**config.mk**
```make
export PLATFORM = sky130hd
export DESIGN_NAME = alu_arbiter
export DESIGN_NICKNAME = d
export VERILOG_FILES = /design/src/rtl/alu_arbiter.sv
export SDC_FILE = /design/constraint.sdc
export NUM_CORES = 1
export LEC_CHECK = 0
export CAP_MARGIN = 40
export CORE_AREA = 2 2 167 169
export DETAILED_ROUTE_END_ITERATION = 12
export DIE_AREA = 0 0 169 171
export GPL_ROUTABILITY_DRIVEN = 0
export PLACE_DENSITY = 0.55
export SLEW_MARGIN = 10
export SYNTH_ARGS = -nofsm -noshare
export SYNTH_HDL_FRONTEND = slang
export SYNTH_SLANG_ARGS = --single-unit
export TNS_END_PERCENT = 5
```
**constraint.sdc**
```tcl
create_clock -name clk -period 5.1 [get_ports clk]
set_input_delay 1.02 -clock clk [delete_from_list [all_inputs] [get_ports clk]]
set_output_delay 1.02 -clock clk [all_outputs]
set_load 0.005 [all_outputs]
```
**src/rtl/alu_arbiter.sv**
```systemverilog
// rtl/alu_arbiter.sv - round-robin arbiter sharing one combinational ALU among NUM_REQ requesters
//
// Purpose: accepts one operation at a time from NUM_REQ requesters (round-robin),
// drives it to an external shared ALU, captures the ALU outputs one cycle later and
// returns them on a valid/ready response channel tagged with the requester id.
//
// Ports:
//   clk, rst                 clock, asynchronous active-high reset
//   req_valid / req_ready    per-requester request handshake (req_ready one-hot or zero)
//   req_a, req_b, req_op     packed operands (32b each) and ALU control codes (4b each)
//   alu_a, alu_b, alu_ctrl   registered operands/control to the shared ALU
//   alu_result, alu_zero,
//   alu_carry, alu_ovf       combinational ALU outputs
//   rsp_valid / rsp_ready    response handshake
//   rsp_id, rsp_result,
//   rsp_flags                response payload, flags = {err, ovf, carry, zero}
//   busy                     high whenever the FSM is not IDLE
//
// Configuration: define ALU_ARBITER_OPCHECK_EN to replace the result of any
// unsupported opcode with rsp_result=0, rsp_flags=4'b1000.

module alu_arbiter #(
    parameter int NUM_REQ = 4
) (
    input  logic                   clk,
    input  logic                   rst,
    input  logic [NUM_REQ-1:0]     req_valid,
    output logic [NUM_REQ-1:0]     req_ready,
    input  logic [NUM_REQ*32-1:0]  req_a,
    input  logic [NUM_REQ*32-1:0]  req_b,
    input  logic [NUM_REQ*4-1:0]   req_op,
    output logic [31:0]            alu_a,
    output logic [31:0]            alu_b,
    output logic [3:0]             alu_ctrl,
    input  logic [31:0]            alu_result,
    input  logic                   alu_zero,
    input  logic                   alu_carry,
    input  logic                   alu_ovf,
    output logic                   rsp_valid,
    input  logic                   rsp_ready,
    output logic [2:0]             rsp_id,
    output logic [31:0]            rsp_result,
    output logic [3:0]             rsp_flags,
    output logic                   busy
);

    typedef enum logic [1:0] {
        IDLE = 2'd0,
        EXEC = 2'd1,
        RESP = 2'd2
    } state_t;

    state_t      state_q, state_d;
    logic [2:0]  ptr_q, ptr_d;
    logic [2:0]  id_q, id_d;
    logic [31:0] alu_a_q, alu_a_d;
    logic [31:0] alu_b_q, alu_b_d;
    logic [3:0]  alu_ctrl_q, alu_ctrl_d;
    logic [31:0] rsp_result_q, rsp_result_d;
    logic [3:0]  rsp_flags_q, rsp_flags_d;

    logic [7:0]  valid_ext;
    logic [3:0]  cand;
    logic        grant_found;
    logic [2:0]  grant_idx;
    logic        accept;
    logic [31:0] sel_a, sel_b;
    logic [3:0]  sel_op;
    logic        op_illegal;

    // Widened so the rotating candidate index can address it at full 3-bit width.
    assign valid_ext = 8'(req_valid);

    // Round-robin search: first valid index at or above ptr, wrapping past NUM_REQ-1.
    always_comb begin
        cand        = '0;
        grant_found = 1'b0;
        grant_idx   = '0;
        for (int k = 0; k < NUM_REQ; k++) begin
            cand = {1'b0, ptr_q} + 4'(k);
            if (cand >= 4'(NUM_REQ)) begin
                cand = cand - 4'(NUM_REQ);
            end
            if (!grant_found && valid_ext[cand[2:0]]) begin
                grant_found = 1'b1;
                grant_idx   = cand[2:0];
            end
        end
    end

    // Accept is independent of rst so no flop D-input depends on the async reset net;
    // the reset gating is applied only on the req_ready output.
    assign accept = (state_q == IDLE) && grant_found;

    always_comb begin
        req_ready = '0;
        for (int j = 0; j < NUM_REQ; j++) begin
            req_ready[j] = accept && !rst && (grant_idx == 3'(j));
        end
    end

    // Operand mux for the granted requester.
    always_comb begin
        sel_a  = '0;
        sel_b  = '0;
        sel_op = '0;
        for (int j = 0; j < NUM_REQ; j++) begin
            if (grant_idx == 3'(j)) begin
                sel_a  = req_a[32*j +: 32];
                sel_b  = req_b[32*j +: 32];
                sel_op = req_op[4*j +: 4];
            end
        end
    end

`ifdef ALU_ARBITER_OPCHECK_EN
    always_comb begin
        op_illegal = !(alu_ctrl_q inside {4'b0000, 4'b0001, 4'b0010, 4'b0100,
                                          4'b0101, 4'b0110, 4'b0111});
    end
`else
    always_comb begin
        op_illegal = 1'b0;
    end
`endif

    // FSM: state register
    always_ff @(posedge clk or posedge rst) begin
        if (rst) begin
            state_q <= IDLE;
        end else begin
            state_q <= state_d;
        end
    end

    // FSM: next state
    always_comb begin
        state_d = state_q;
        case (state_q)
            IDLE: if (accept) state_d = EXEC;
            EXEC: state_d = RESP;
            RESP: if (rsp_ready) state_d = IDLE;
            default: state_d = IDLE;
        endcase
    end

    // FSM: outputs
    always_comb begin
        rsp_valid = (state_q == RESP);
        busy      = (state_q != IDLE);
    end

    // Datapath next-state: operands latch on accept, results latch in EXEC.
    always_comb begin
        ptr_d        = ptr_q;
        id_d         = id_q;
        alu_a_d      = alu_a_q;
        alu_b_d      = alu_b_q;
        alu_ctrl_d   = alu_ctrl_q;
        rsp_result_d = rsp_result_q;
        rsp_flags_d  = rsp_flags_q;
        if (accept) begin
            alu_a_d    = sel_a;
            alu_b_d    = sel_b;
            alu_ctrl_d = sel_op;
            id_d       = grant_idx;
            ptr_d      = (grant_idx == 3'(NUM_REQ - 1)) ? 3'd0 : grant_idx + 3'd1;
        end
        if (state_q == EXEC) begin
            if (op_illegal) begin
                rsp_result_d = '0;
                rsp_flags_d  = 4'b1000;
            end else begin
                rsp_result_d = alu_result;
                rsp_flags_d  = {1'b0, alu_ovf, alu_carry, alu_zero};
            end
        end
    end

    always_ff @(posedge clk or posedge rst) begin
        if (rst) begin
            ptr_q        <= '0;
            id_q         <= '0;
            alu_a_q      <= '0;
            alu_b_q      <= '0;
            alu_ctrl_q   <= '0;
            rsp_result_q <= '0;
            rsp_flags_q  <= '0;
        end else begin
            ptr_q        <= ptr_d;
            id_q         <= id_d;
            alu_a_q      <= alu_a_d;
            alu_b_q      <= alu_b_d;
            alu_ctrl_q   <= alu_ctrl_d;
            rsp_result_q <= rsp_result_d;
            rsp_flags_q  <= rsp_flags_d;
        end
    end

    assign alu_a      = alu_a_q;
    assign alu_b      = alu_b_q;
    assign alu_ctrl   = alu_ctrl_q;
    assign rsp_id     = id_q;
    assign rsp_result = rsp_result_q;
    assign rsp_flags  = rsp_flags_q;

endmodule

```
Yosys cells after proc, flatten, opt, wreduce, memory -nomap -nowiden
Cells that the tools add are included.

storage, ports and cells
  bits in registers = 111
  latch bits = 0
  RAM bits = 0
  memory bits (read-only) = 0
  input bits = 314
  output and inout port bits = 113
  word-level logic and storage cells = 84
  memories kept = 0

operators by class
  $add $sub $neg = 8
  $mul = 0
  divide/modulo/power cells = 0
  order comparisons = 8
  equality and inequality tests = 7
  shift operators = 0
  mux-type cells = 36
  bitwise operators = 0
  reductions and logical operators = 17

operator list
  operator               number
  $mux W32               8
  $mux W3                9
  $lt A3 B4 Y1 const B   4
  $mux W4                4
  $bmux W1 S3            4
  $ge A4 B3 Y1 const B   3
  $sub A3 B3 Y3 const B  4
  $logic_and A1 B1 Y1    9
  $add A3 B2 Y4 const B  2
  $mux W1                8
  $eq A3 B2 Y1 const B   2
  $pmux W2 S3            1
  $add A3 B1 Y4 const B  1
  $logic_not A1 Y1       4
  $mux W2                2
  $add A3 B1 Y3 const B  1
  $eq A3 B1 Y1 const B   1
  $ge A3 B3 Y1 const B   1
  $logic_not A3 Y1       1
  $eq A2 B1 Y1 const B   1
  $eq A2 B2 Y1 const B   1
  $logic_not A2 Y1       1
  $ne A2 B1 Y1 const B   1
  $ne A2 B2 Y1 const B   1
  other kinds (2)        2

Logic depth before layout (Yosys ltp)
  depth in word-level cells = 19
  gate-level depth with buffers = 19
  depth with buffers taken out = 13

Worst setup path before layout
No wires, ideal clock.

  path kind = in2out
  start = input port rst
  end = output port req_ready[0]
  arrival time = 3775 ps
  data required time = 4080 ps
  path slack = 305 ps
  cell stages on the path = 2
  buffers on the path = 0
  cell sequence = inv_1 > and3_1

between the ends
  word-level cells in the longest chain between the ends = 3

RTL lines
  what                              RTL line  RTL
  from (decl)                       26        input logic rst,
  $logic_not A1 Y1 (no line)        -
  $logic_and A1 B1 Y1 (2 in a row)  98        req_ready[j] = accept && !rst && (grant_idx == 3'(j));
  to (decl)                         28        output logic [NUM_REQ-1:0] req_ready,

No other way between the ends.

Final worst setup path
  start = input port req_valid[2]
  end = output port req_ready[1]

between the ends
  elaborated cells on any way between the ends = 26
  those cells by class = 1 x eq/ne; 16 x mux; 9 x reduce/logical

RTL lines
  what                           RTL line  RTL
  from (decl)                    27        input logic [NUM_REQ-1:0] req_valid,
  $bmux W1 S3                    84        if (!grant_found && valid_ext[cand[2:0]]) begin
  $mux W1 (implied by the code)  84
  $mux W1                        84
  $logic_not A1 Y1               84
  $logic_and A1 B1 Y1            84
  $mux W1                        84
  $logic_not A1 Y1               84
  $logic_and A1 B1 Y1            84
  $mux W1                        84
  $logic_not A1 Y1               84
  $logic_and A1 B1 Y1            84
  $mux W3 (*)                    84
  via grant_idx[1]               65        logic [2:0] grant_idx;
  $eq A3 B1 Y1 (*)               98
  $logic_and A1 B1 Y1 (*)        98

The timed path passes the listed nets; every way through them passes the cells marked *. The select of a mux whose other input is x is not followed.

==> impl_metrics.prom <==
# TYPE chip_impl_metric gauge
chip_impl_info{name="outcome",value="finished clean"} 1
chip_impl_metric{name="hpwl",unit="um"} 18900
chip_impl_metric{name="post_cts_buffers",unit=""} 0
chip_impl_metric{name="synth_adder_area_share",unit="%"} 1.19
chip_impl_metric{name="drt_pass1_iterations",unit=""} 4
chip_impl_metric{name="setup_viol",unit=""} 0
chip_impl_metric{name="timing.slew.headroom",unit="%"} 55.7
chip_impl_metric{name="die_height",unit="um"} 171
chip_impl_metric{name="dp_cells",unit=""} 1406
chip_impl_metric{name="postRouteWirelength",unit="um"} 25900
chip_impl_metric{name="postCtsResizedCells",unit=""} 0
chip_impl_metric{name="total_power",unit="W"} 0.00769
chip_impl_metric{name="grt_use_met3",unit="%"} 5.97
chip_impl_info{name="hp-class",value="reg -> reg"} 1
chip_impl_info{name="cts_tree",value="yes"} 1
chip_impl_metric{name="clock-sinks",unit=""} 111
chip_impl_metric{name="timing.final.hold_violations",unit=""} 0
chip_impl_metric{name="clock_insertion_delay_worst_skew",unit="ps"} 350
chip_impl_metric{name="drt_iter0_markers",unit=""} 348
chip_impl_metric{name="port_buffers",unit=""} 425
chip_impl_metric{name="layout.nets",unit=""} 1391
chip_impl_metric{name="synth_sequential_area_ratio",unit="%"} 43.9
chip_impl_metric{name="grt_pass1_vias",unit=""} 6398
chip_impl_metric{name="grt_pass1_wl",unit="um"} 37600
chip_impl_metric{name="rr_worst_depth",unit=""} 17
chip_impl_metric{name="final_period_minus_worst_setup_slack",unit="ps"} 4810
chip_impl_metric{name="postSynthCellCount",unit=""} 692
chip_impl_info{name="critical_path_endpoint_category",value="primary output"} 1
chip_impl_info{name="crit-reg2reg-launch",value="ptr_q[0]$_DFFE_PP0P_"} 1
chip_impl_metric{name="synth-edff-count",unit=""} 0
chip_impl_metric{name="synth_compound_gate_area_share",unit="%"} 22.6
chip_impl_metric{name="critPathMaxFanout",unit=""} 8
chip_impl_info{name="rsz_0062_raised_after_global_routing",value="no"} 1
chip_impl_info{name="cts-root-buf",value="sky130_fd_sc_hd__clkbuf_16"} 1
chip_impl_metric{name="worst-r2r-setup-slack",unit="ps"} 840
chip_impl_metric{name="total_leakage_power",unit="nW"} 4.34
chip_impl_metric{name="total_gr_overflow",unit=""} 0
chip_impl_metric{name="initial_utilization",unit="%"} 23.2
chip_impl_metric{name="arrival",unit="ps"} 3790
chip_impl_info{name="final_common_cell",value="sky130_fd_sc_hd__clkdlybuf4s50_1"} 1
chip_impl_metric{name="syn2layout_area_growth",unit="%"} 77.2
chip_impl_info{name="grt_busiest_layer",value="met2"} 1
chip_impl_metric{name="tns",unit="ps"} 0
chip_impl_metric{name="timing_max_transition_violations_final",unit=""} 0
chip_impl_metric{name="dr_total_vias",unit=""} 6701
chip_impl_metric{name="irDropWorstVdd",unit="mV"} 0.556
chip_impl_info{name="regToRegEndpoint",value="alu_b[1]$_DFFE_PP0P_"} 1
chip_impl_metric{name="layout.cells.non_filler",unit=""} 1425
chip_impl_info{name="layout.cells.most_common_list",value="sky130_fd_sc_hd__clkdlybuf4s50_1 (425), sky130_fd_sc_hd__dfrtp_1 (111), sky130_fd_sc_hd__nand2_1 (75), sky130_fd_sc_hd__nor2b_1 (71), sky130_fd_sc_hd__a21oi_1 (69)"} 1
chip_impl_metric{name="syn_avg_cell_area",unit="um^2"} 9.14
chip_impl_metric{name="grt_start_max_net_pins",unit=""} 139
chip_impl_metric{name="cts_hold_repair.buffers",unit=""} 0
chip_impl_metric{name="number_of_placement_rows",unit=""} 61
chip_impl_metric{name="synth.cell_area",unit="um^2"} 6330
chip_impl_metric{name="top_level_ports",unit=""} 427
chip_impl_metric{name="max_clock_freq",unit="GHz"} 0.208
chip_impl_metric{name="synth.net_count",unit=""} 1012
chip_impl_metric{name="share_of_cell_area_taken_by_muxes_after_synthesis",unit="%"} 7.83
chip_impl_metric{name="fp.coreArea",unit="um^2"} 27300
chip_impl_metric{name="clk_transition_reported_paths",unit="ps"} 80
chip_impl_metric{name="timing.final.ws_setup",unit="ps"} 291
chip_impl_metric{name="yosysWarningCount",unit=""} 0
chip_impl_metric{name="yosys.area_share.xor_xnor",unit="%"} 0
chip_impl_metric{name="ctsLongestPathBuffers",unit=""} 2
chip_impl_metric{name="pre_cts_ws",unit="ps"} 305
chip_impl_metric{name="p_per_area",unit="nW/um^2"} 686
chip_impl_metric{name="yosysUniqueCellTypes",unit=""} 38
chip_impl_info{name="cp-startpoint",value="req_valid[2]"} 1
chip_impl_info{name="critical_path_start_end_classification",value="in -> out"} 1
chip_impl_metric{name="final.period_utilization",unit="%"} 94.3
chip_impl_metric{name="die_w",unit="um"} 169
chip_impl_metric{name="drc",unit=""} 0
chip_impl_metric{name="final_layout_size_suffix_gt1_share",unit="%"} 7.25
chip_impl_info{name="ys_flop_type",value="sky130_fd_sc_hd__dfrtp_1"} 1
chip_impl_info{name="synth_top_family_by_area",value="compound AO/OA/AOI/OAI gates"} 1
chip_impl_metric{name="postSynth.asyncResetShare",unit="%"} 100
chip_impl_info{name="setup.worst_path.end",value="req_ready[1]"} 1
chip_impl_metric{name="detail_route.vias_per_cell",unit=""} 4.70
chip_impl_metric{name="required_worst_endpoint",unit="ps"} 4080
chip_impl_metric{name="grtUsageMet1",unit="%"} 20.0
chip_impl_metric{name="timing_worst_slew_pin_value",unit="ps"} 664
chip_impl_metric{name="cts-htree-levels",unit=""} 3
chip_impl_metric{name="layout_skew",unit="ps"} 11.4
chip_impl_metric{name="synth_simple_gate_area_share",unit="%"} 18.4
chip_impl_metric{name="max_cap_viol_count",unit=""} 0
chip_impl_metric{name="drt-wirelength-per-cell",unit="um"} 18.2
chip_impl_metric{name="fill_count",unit=""} 2769
chip_impl_metric{name="yosys_register_bits",unit=""} 111
chip_impl_metric{name="grt_antenna_before_repair",unit=""} 4
chip_impl_metric{name="drt.antenna.violating_nets",unit=""} 0
chip_impl_metric{name="met2_usage",unit="%"} 28.7
chip_impl_metric{name="design.die.area",unit="um^2"} 28900
chip_impl_info{name="worstSetupStartpointType",value="primary input"} 1
chip_impl_metric{name="numCtsBuffers",unit=""} 9
chip_impl_metric{name="track_usage",unit="%"} 16.9
[critical path, stage by stage]
cell	delay [ps]
sky130_fd_sc_hd__clkdlybuf4s50_1	510
sky130_fd_sc_hd__mux4_2	510
sky130_fd_sc_hd__a221oi_2	290
sky130_fd_sc_hd__and4_1	260
sky130_fd_sc_hd__a211oi_2	50
sky130_fd_sc_hd__buf_4	190
sky130_fd_sc_hd__inv_1	80
sky130_fd_sc_hd__ha_2	200
sky130_fd_sc_hd__and3_1	150
sky130_fd_sc_hd__clkdlybuf4s50_1	530
[layer usage]
layer / wire, um / up-vias
li1: - / 3292
met1: 10500 / 3087
met2: 12400 / 284
met3: 2320 / 36
met4: 652 / 2
met5: 13 / -
[cell type report]
class	count	area [um^2]	area share [%]
timing repair buffer	438	4430	39.6
multi-input combinational	502	3210	28.7
sequential	111	2780	24.8
tap	346	433	3.86
clock buffer	10	229	2.04
clock inverter	6	78.8	0.703
inverter	9	36.3	0.324
antenna	3	7.51	0.0670
[power by group]
part / internal, W / total, W / switching, W
registers: 0.00132 / 0.00156 / 0.000238
clock network: 0.000393 / 0.000761 / 0.000368
logic: 0.00260 / 0.00537 / 0.00276
total: 0.00432 / 0.00769 / 0.00337
[worst min-delay path by stage]
stage	start	end	slack, ps	cells past startpoint
6_report	alu_a[8]$_DFFE_PP0P_	alu_a[8]$_DFFE_PP0P_	480	2
5_1_grt	alu_a[17]$_DFFE_PP0P_	alu_a[17]$_DFFE_PP0P_	510	2
4_1_cts	alu_a[8]$_DFFE_PP0P_	alu_a[8]$_DFFE_PP0P_	490	2
3_5_place_dp	alu_a[8]$_DFFE_PP0P_	alu_a[8]$_DFFE_PP0P_	470	2
3_3_place_gp	alu_a[4]$_DFFE_PP0P_	alu_a[4]$_DFFE_PP0P_	460	2
2_1_floorplan	alu_b[0]$_DFFE_PP0P_	alu_b[0]$_DFFE_PP0P_	470	2
[state kept, by name, indices dropped and copies added, names as in the netlist]
| register | count |
|---|---|
| alu_a | 32 |
| alu_b | 32 |
| alu_ctrl | 4 |
| ptr_q | 3 |
| rsp_flags | 3 |
| rsp_id | 3 |
| rsp_result | 32 |
| state_q | 2 |
[logic make-up (layout without fill, tap and decap cells)]
| kind of cell | Yosys count | count (layout) |
|---|---|---|
| DFF | 111 | 111 |
| other | 1 | 4 |
| and+or+nand+nor | 231 | 231 |
| buffers and inverters | 79 | 463 |
| adders and majority gates | 6 | 6 |
| AOI/OAI and AO/OA | 223 | 223 |
| muxes | 41 | 41 |
[Yosys cell counts, drive strengths merged (3+ instances only)]
cell type	instances	area (um^2)
and3	4	25.0
a21oi	69	345
nor2	3	11.3
mux4	3	67.6
nor2b	72	450
ha	6	75.1
o21ai	72	360
clkbuf	53	205
inv	9	33.8
dfrtp	111	2780
nand2b	3	18.8
nand2	75	282
a221oi	69	611
buf	17	140
mux2	38	428
nor3	68	340
[metrics by stage]
stage | utilization [%] | hold WS, ps | instance area [um^2]
2_1_floorplan | - | 470 | 6330
3_3_place_gp | 39.8 | 461 | 10900
4_1_cts | 41.0 | 489 | 11200
6_report | 41.0 | 480 | 11200
3_5_place_dp | 39.9 | 469 | 10900
5_1_grt | 41.0 | 514 | 11200
Note: power is estimated with default switching activity, not from simulation.
